[src/rtl/rv32m_mul_issue_if.sv]
// rtl/rv32m_mul_issue_if.sv - core request/response and multiplier control bundle for rv32m_mul_issue
interface rv32m_mul_issue_if;
  logic        req_valid_i;
  logic        req_ready_o;
  logic [6:0]  opcode_i;
  logic [2:0]  funct3_i;
  logic [6:0]  funct7_i;
  logic [31:0] rs1_i;
  logic [31:0] rs2_i;
  logic [4:0]  rd_i;
  logic        resp_valid_o;
  logic        resp_ready_i;
  logic [31:0] resp_data_o;
  logic [4:0]  resp_rd_o;
  logic        resp_err_o;
  logic        mul_clr_o;
  logic        mul_en_o;
  logic [31:0] mul_op_a_o;
  logic [31:0] mul_op_b_o;
  logic        mul_signed_a_o;
  logic        mul_signed_b_o;
  logic        mul_upper_o;
  logic [31:0] mul_result_i;
  logic        mul_done_i;

  modport slave (
    input  req_valid_i, opcode_i, funct3_i, funct7_i, rs1_i, rs2_i, rd_i,
           resp_ready_i, mul_result_i, mul_done_i,
    output req_ready_o, resp_valid_o, resp_data_o, resp_rd_o, resp_err_o,
           mul_clr_o, mul_en_o, mul_op_a_o, mul_op_b_o,
           mul_signed_a_o, mul_signed_b_o, mul_upper_o
  );

  modport master (
    output req_valid_i, opcode_i, funct3_i, funct7_i, rs1_i, rs2_i, rd_i,
           resp_ready_i, mul_result_i, mul_done_i,
    input  req_ready_o, resp_valid_o, resp_data_o, resp_rd_o, resp_err_o,
           mul_clr_o, mul_en_o, mul_op_a_o, mul_op_b_o,
           mul_signed_a_o, mul_signed_b_o, mul_upper_o
  );
endinterface

[src/rtl/rv32m_mul_issue.sv]
// rtl/rv32m_mul_issue.sv - RV32M multiply issue/sequencing stage in front of a multi-cycle multiplier
module rv32m_mul_issue #(
  parameter int MUL_TIMEOUT = 15,
  parameter int CNT_W       = 4
) (
  input  logic            clk_i,
  input  logic            rst_i,
  rv32m_mul_issue_if.slave bus
);

  typedef enum logic [1:0] {S_IDLE, S_CLR, S_WAIT, S_RESP} state_t;

  state_t             state;
  state_t             state_nxt;
  logic               legal;
  logic               timeout;
  logic [CNT_W-1:0]   cnt;
  logic [31:0]        op_a;
  logic [31:0]        op_b;
  logic [4:0]         rd_q;
  logic               sgn_a;
  logic               sgn_b;
  logic               upper;
  logic [31:0]        data_q;
  logic               err_q;

  assign legal   = (bus.opcode_i == 7'b0110011) && (bus.funct7_i == 7'b0000001) && !bus.funct3_i[2];
  assign timeout = (cnt == CNT_W'(MUL_TIMEOUT - 1));

  always_ff @(posedge clk_i) begin
    if (rst_i) state <= S_IDLE;
    else       state <= state_nxt;
  end

  always_comb begin
    state_nxt          = state;
    bus.req_ready_o    = 1'b0;
    bus.resp_valid_o   = 1'b0;
    bus.mul_clr_o      = 1'b0;
    bus.mul_en_o       = 1'b0;
    case (state)
      S_IDLE: begin
        bus.req_ready_o = 1'b1;
        if (bus.req_valid_i) state_nxt = legal ? S_CLR : S_RESP;
      end
      S_CLR: begin
        bus.mul_clr_o = 1'b1;
        state_nxt     = S_WAIT;
      end
      S_WAIT: begin
        bus.mul_en_o = 1'b1;
        if (bus.mul_done_i || timeout) state_nxt = S_RESP;
      end
      default: begin
        bus.resp_valid_o = 1'b1;
        if (bus.resp_ready_i) state_nxt = S_IDLE;
      end
    endcase
  end

  // Operand/control registers only change on acceptance, so the multiplier
  // sees stable inputs for the whole WAIT phase and afterwards.
  always_ff @(posedge clk_i) begin
    if (rst_i) begin
      cnt    <= '0;
      op_a   <= '0;
      op_b   <= '0;
      rd_q   <= '0;
      sgn_a  <= 1'b0;
      sgn_b  <= 1'b0;
      upper  <= 1'b0;
      data_q <= '0;
      err_q  <= 1'b0;
    end else begin
      case (state)
        S_IDLE: begin
          if (bus.req_valid_i) begin
            op_a   <= bus.rs1_i;
            op_b   <= bus.rs2_i;
            rd_q   <= bus.rd_i;
            sgn_a  <= ~(bus.funct3_i[1] & bus.funct3_i[0]);
            sgn_b  <= ~bus.funct3_i[1];
            upper  <= bus.funct3_i[1] | bus.funct3_i[0];
            data_q <= '0;
            err_q  <= ~legal;
          end
        end
        S_CLR: cnt <= '0;
        S_WAIT: begin
          cnt <= cnt + CNT_W'(1);
          // done takes priority over the timeout limit in the same cycle
          if (bus.mul_done_i) begin
            data_q <= bus.mul_result_i;
            err_q  <= 1'b0;
          end else if (timeout) begin
            data_q <= '0;
            err_q  <= 1'b1;
          end
        end
        default: ;
      endcase
    end
  end

  assign bus.resp_data_o    = data_q;
  assign bus.resp_rd_o      = rd_q;
  assign bus.resp_err_o     = err_q;
  assign bus.mul_op_a_o     = op_a;
  assign bus.mul_op_b_o     = op_b;
  assign bus.mul_signed_a_o = sgn_a;
  assign bus.mul_signed_b_o = sgn_b;
  assign bus.mul_upper_o    = upper;

endmodule

[src/flat_wrapper.sv]
// flat-port wrapper written by rule: the top's interface ports become plain ports
module rv32m_mul_issue_flat 
#(
  parameter int MUL_TIMEOUT = 15,
  parameter int CNT_W       = 4
)
  (clk_i, rst_i, bus_req_valid_i, bus_opcode_i, bus_funct3_i, bus_funct7_i, bus_rs1_i, bus_rs2_i, bus_rd_i, bus_resp_ready_i, bus_mul_result_i, bus_mul_done_i, bus_req_ready_o, bus_resp_valid_o, bus_resp_data_o, bus_resp_rd_o, bus_resp_err_o, bus_mul_clr_o, bus_mul_en_o, bus_mul_op_a_o, bus_mul_op_b_o, bus_mul_signed_a_o, bus_mul_signed_b_o, bus_mul_upper_o);
  rv32m_mul_issue_if bus_i ();
  input  logic clk_i;
  input  logic rst_i;
  input wire logic [$bits(bus_i.req_valid_i)-1:0] bus_req_valid_i;
  input wire logic [$bits(bus_i.opcode_i)-1:0] bus_opcode_i;
  input wire logic [$bits(bus_i.funct3_i)-1:0] bus_funct3_i;
  input wire logic [$bits(bus_i.funct7_i)-1:0] bus_funct7_i;
  input wire logic [$bits(bus_i.rs1_i)-1:0] bus_rs1_i;
  input wire logic [$bits(bus_i.rs2_i)-1:0] bus_rs2_i;
  input wire logic [$bits(bus_i.rd_i)-1:0] bus_rd_i;
  input wire logic [$bits(bus_i.resp_ready_i)-1:0] bus_resp_ready_i;
  input wire logic [$bits(bus_i.mul_result_i)-1:0] bus_mul_result_i;
  input wire logic [$bits(bus_i.mul_done_i)-1:0] bus_mul_done_i;
  output wire logic [$bits(bus_i.req_ready_o)-1:0] bus_req_ready_o;
  output wire logic [$bits(bus_i.resp_valid_o)-1:0] bus_resp_valid_o;
  output wire logic [$bits(bus_i.resp_data_o)-1:0] bus_resp_data_o;
  output wire logic [$bits(bus_i.resp_rd_o)-1:0] bus_resp_rd_o;
  output wire logic [$bits(bus_i.resp_err_o)-1:0] bus_resp_err_o;
  output wire logic [$bits(bus_i.mul_clr_o)-1:0] bus_mul_clr_o;
  output wire logic [$bits(bus_i.mul_en_o)-1:0] bus_mul_en_o;
  output wire logic [$bits(bus_i.mul_op_a_o)-1:0] bus_mul_op_a_o;
  output wire logic [$bits(bus_i.mul_op_b_o)-1:0] bus_mul_op_b_o;
  output wire logic [$bits(bus_i.mul_signed_a_o)-1:0] bus_mul_signed_a_o;
  output wire logic [$bits(bus_i.mul_signed_b_o)-1:0] bus_mul_signed_b_o;
  output wire logic [$bits(bus_i.mul_upper_o)-1:0] bus_mul_upper_o;
  assign bus_i.req_valid_i = bus_req_valid_i;
  assign bus_i.opcode_i = bus_opcode_i;
  assign bus_i.funct3_i = bus_funct3_i;
  assign bus_i.funct7_i = bus_funct7_i;
  assign bus_i.rs1_i = bus_rs1_i;
  assign bus_i.rs2_i = bus_rs2_i;
  assign bus_i.rd_i = bus_rd_i;
  assign bus_i.resp_ready_i = bus_resp_ready_i;
  assign bus_i.mul_result_i = bus_mul_result_i;
  assign bus_i.mul_done_i = bus_mul_done_i;
  assign bus_req_ready_o = bus_i.req_ready_o;
  assign bus_resp_valid_o = bus_i.resp_valid_o;
  assign bus_resp_data_o = bus_i.resp_data_o;
  assign bus_resp_rd_o = bus_i.resp_rd_o;
  assign bus_resp_err_o = bus_i.resp_err_o;
  assign bus_mul_clr_o = bus_i.mul_clr_o;
  assign bus_mul_en_o = bus_i.mul_en_o;
  assign bus_mul_op_a_o = bus_i.mul_op_a_o;
  assign bus_mul_op_b_o = bus_i.mul_op_b_o;
  assign bus_mul_signed_a_o = bus_i.mul_signed_a_o;
  assign bus_mul_signed_b_o = bus_i.mul_signed_b_o;
  assign bus_mul_upper_o = bus_i.mul_upper_o;
  rv32m_mul_issue #(.MUL_TIMEOUT(MUL_TIMEOUT), .CNT_W(CNT_W)) u_core (.clk_i(clk_i), .rst_i(rst_i), .bus(bus_i));
endmodule
[config.mk]
export PLATFORM = sky130hd
export DESIGN_NAME = rv32m_mul_issue_flat
export DESIGN_NICKNAME = d
export VERILOG_FILES = /design/src/rtl/rv32m_mul_issue_if.sv /design/src/rtl/rv32m_mul_issue.sv /design/src/flat_wrapper.sv
export SDC_FILE = /design/constraint.sdc
export NUM_CORES = 1
export LEC_CHECK = 0
export CELL_PAD_IN_SITES_DETAIL_PLACEMENT = 1
export CELL_PAD_IN_SITES_GLOBAL_PLACEMENT = 1
export CORE_MARGIN = 1.5
export CORE_UTILIZATION = 26
export DETAILED_ROUTE_END_ITERATION = 10
export GPL_ROUTABILITY_DRIVEN = 0
export PLACE_DENSITY = 0.77
export SETUP_SLACK_MARGIN = 0.15
export SLEW_MARGIN = 20
export SYNTH_ARGS = -nofsm -noshare
export SYNTH_HDL_FRONTEND = slang
export SYNTH_SLANG_ARGS = --single-unit
[constraint.sdc]
create_clock -name clk_i -period 2.06 [get_ports clk_i]
set_input_delay 0.206 -clock clk_i [delete_from_list [all_inputs] [get_ports clk_i]]
set_output_delay 0.206 -clock clk_i [all_outputs]
set_load 0.05 [all_outputs]
### Word level (Yosys, flattened, before mapping)

Index checks and enable logic that the tools add are counted.

* output and inout port bits: 109
* register bits: 111
* word-level logic and storage cells: 54
* input port bits: 123

* add/subtract/negate cells: 1
* bitwise gates (word level): 5
* reduce and logical (&&, ||, !) cells: 12
* muxes and demuxes: 18
* eq/ne operators: 8

Operators by type and width (count)
* $mux 32: 3
* $pmux 32 s2: 1
* $mux 2: 4
* $pmux 4 s2: 1
* $eq 7x1->1 const B: 1
* $eq 7x6->1 const B: 1
* $mux 1: 7
* $pmux 2 s3: 1
* $reduce_and 3->1: 2
* $add 4x1->4 const B: 1
* $eq 4x4->1 const B: 1
* $reduce_bool 2->1: 2
* $reduce_bool 4->1: 1
* $ne 3x2->1 const B: 1
* $not 1->1: 3
* $reduce_or 3->1: 1
* $eq 2x1->1 const B: 1
* $eq 2x2->1 const B: 1
* $logic_and 1x1->1: 2
* $logic_not 2->1: 1
* $ne 2x1->1 const B: 1
* $ne 2x2->1 const B: 1
* $pmux 1 s2: 1
* $reduce_and 2->1: 1
* other kinds (4): 4

### Logic depth before layout (Yosys ltp)

* word-level depth: 6
* depth in mapped cells: 7
* depth with buffers taken out: 6

### Worst setup path after synthesis

No wires, ideal clock.

* kind: register to register
* start point: register u_core.state[0]
* end point: register u_core.data_q[19], in the netlist u_core.bus.resp_data_o[19]
* cell stages (with the launch flop): 8
* period minus slack after synthesis: 1931 ps
* data required time: 1989 ps
* setup slack: 129 ps
* library setup time: 71 ps
* data arrival time: 1860 ps
* cell sequence: dfxtp_1 inv_1 ha_1 nand2_2 a22oi_4 buf_2 nand4_1 a21oi_1

* word-level cells in the longest chain between the ends: 3

RTL lines
* from (decl): RTL line rv32m_mul_issue.sv:13 `state_t state;`
* from (signal assigned): RTL line rv32m_mul_issue.sv:32 `else state <= state_nxt;`
* $eq 2x2->1 / $logic_not 2->1 (equally long branches): RTL line rv32m_mul_issue.sv:75 `case (state)`
* $ne 3x2->1 (no source line) (tied with other cells)
* $reduce_and 3->1 (no source line)
* to (signal assigned): RTL line rv32m_mul_issue.sv:93 `data_q <= bus.mul_result_i;`
* to (decl): RTL line rv32m_mul_issue.sv:24 `logic [31:0] data_q;`

Several ways; a longest one is shown, not always the timed one.
A chain may end at the register's enable or synchronous reset.

### Final worst setup path

* start point: register u_core.err_q, in the netlist u_core.bus.resp_err_o
* end point: output bus_resp_err_o

RTL lines
* from (decl): RTL line rv32m_mul_issue.sv:25 `logic err_q;`
* from (signal assigned): RTL line rv32m_mul_issue.sv:85 `err_q <= ~legal;`
* to (decl): RTL line flat_wrapper.sv:25 `output wire logic [$bits(bus_i.resp_err_o)-1:0] bus_resp_err_o;`

No word-level cell between the ends.

==> metrics.txt <==
status finished, final reports clean; crit path cell chain clkdlybuf4s50_1; top cells by area, synth dfxtp_1, nand2_1, a21oi_1; final std cells w/o fill 944; Worst path slowest cell clkdlybuf4s50_1; leakage power 2.436 nW; multiplexer share of the synthesized area 0%; Placed Cells ~930; CTS max path bufs 2; final setup fails 0; PD cells 1109 nW/um2; FMAX 571.1 MHz; crit path max fanout 2; cell with the most instances after synthesis nand2_1; register area share after synthesis roughly 54%; final worst path period share between 80% and 90%; IO buf count 231; EDFF count, synth 0; number of vias per cell 4.654; YS warnings 0; Nets 857; Syn Inst Count 516; WL per Instance 15.70 um; ANT nets after route 0; setup tns final 0 ns; Final Hold Vio Count 0; CP bufs+invs 1; # Max-Cap Violations 0; initial antenna violation count 0; Vias 4393; XOR/XNOR Fraction of Synth Area 0%; core box area around 15000 um2; Initial Util 26.96%; largest net degree at the start of global routing between 40 and 50; Commonest cells post-synth nand2_1, dfxtp_1, a21oi_1; Mean Syn Cell Area between 8 and 9 um2; DR iter-0 viols 136; #FFs+latches synth 111; minimum clock period around 1.8 ns; Num CTS Buffers 9; Synth area leader dfxtp_1; arrival time worst endpoint about 1.6 ns; Final Power 0.007715 W; CTS Sinks about 110; Yosys cell types 34; Worst setup EP type output port; Req. time, crit path 1.85 ns; Hold WC Path Type input port to flip-flop; num ports 232; hpwl dp 11110 um; RSZ-0062 raised after global routing no; Total GRT Usage around 18%; post-synthesis simple-gate area fraction about a quarter; Netlist Area Pre-Place about 4100 um2; adder-cell share of the synthesized area about 1.8%; Die W 129.2 um; clk_skew between 0.007 and 0.008 ns; Max transition margin 63.28%; maximum vdd drop 0.5833 mV; ys async rst share 0%; fin. max-slew vios 0; Worst-path clk slew 0.07 ns; DRT Pass-1 Iters 4; # hold bufs at CTS 0; root buf cell clkbuf_16; GR Overflow Total 0; Total Die Area 16700 um2; syn_nets 645; H-Tree Level Count 3; # diodes 0; vias in the first global route approximately 4700; kind of critical path flip-flop to output port; crit-path max cell delay around 0.83 ns; CTS tree built; DRC viols 0; Slew @ Worst Pin about 0.55 ns; Main synth FF type dfxtp_1; layout cell share with drive strength beyond 1 5.321%; Die H 129.2 um; clk_lat worst skew 0.35 ns; largest family of logic cells by synthesized area simple AND/OR/NAND/NOR gates; Synth Area in Compound Gates 15.13%; CP Launch Type flip-flop; Post-Route WL 14820 um; post-synth top area share ~54%; row cnt 45; global-route wire length before repair between 20000 and 25000 um; synthesis-to-finish area growth 67.90%; critical path's top delay family buffers and inverters
-- flip-flops by register name, summed over array words and instances, names as in the netlist --
name,cells
u_core.bus.resp_data_o,32
u_core.bus.resp_err_o,1
u_core.bus.resp_rd_o,5
u_core.bus.mul_upper_o,1
u_core.bus.mul_signed_b_o,1
u_core.state,2
u_core.cnt,4
u_core.bus.mul_op_a_o,32
u_core.bus.mul_op_b_o,32
u_core.bus.mul_signed_a_o,1
-- metal layers --
metal,track usage (%),share of wire (%)
met1,19.02,39
met2,32.23,51
met3,6.193,9.0
met4,6.279,1.7
met5,0,0
-- cell type report --
cell class | count | area (um2)
Tap cell | 211 | 264.0
Clock inverter | 6 | 45.04
Clock buffer | 10 | 229.0
Fill cell | 1792 | 8413
Multi-Input combinational cell | 359 | 1743
Inverter | 5 | 18.77
Timing Repair Buffer | 242 | 2435
Sequential cell | 111 | 2223
-- cells in the final DEF (no fill, tap or decap), drive strengths merged, types with 3 or more instances in the layout --
| cell type | count |
|---|---|
| nor3 | 3 |
| a21oi | 108 |
| inv | 6 |
| nand4 | 33 |
| clkinvlp | 3 |
| clkdlybuf4s50 | 226 |
| nor2 | 8 |
| buf | 14 |
| nand2 | 178 |
| clkbuf | 10 |
| ha | 6 |
| dfxtp | 111 |
-- where the power goes --
part           total, W  switching, W  internal [W]
combinational   0.00344       0.00229       0.00116
clock           0.00163      0.000809      0.000826
sequential      0.00264      0.000177       0.00246
-- worst paths after layout --
path	to	cells after the start	slack, ns	start
worst max-delay path	bus_resp_err_o	1	0.31	u_core.bus.resp_err_o
worst min-delay path	u_core.state[0]	2	0.30	rst_i
worst max register to register	u_core.state[0]	6	0.33	u_core.state[1]
worst min register to register	u_core.bus.mul_op_a_o[15]	2	0.46	u_core.bus.mul_op_a_o[15]
-- cells by family after synthesis --
family,count (synthesis)
AOI/OAI and AO/OA,117
buffers and inverters,46
and+or+nand+nor,236
adders and majority gates,6
DFF,111
-- repair_timing --
item,CTS,global route
buffers inserted,0,0
endpoints found under the setup margin,14,2
gates resized for setup,3,1
-- through the flow --
step	hold slack (ns)	setup WS, ns	util [%]	area, um2
after detailed placement	0.4494	0.1507	43.44	6678
after global routing	0.3024	0.1772	45.27	6958
after floorplan	0.3017	0.1603	-	4146
final	0.2981	0.3090	45.27	6958
after CTS	0.2855	0.2612	45.26	6957
after global placement	0.4377	0.2601	43.44	6678
Power figures use the tool's default switching activity.
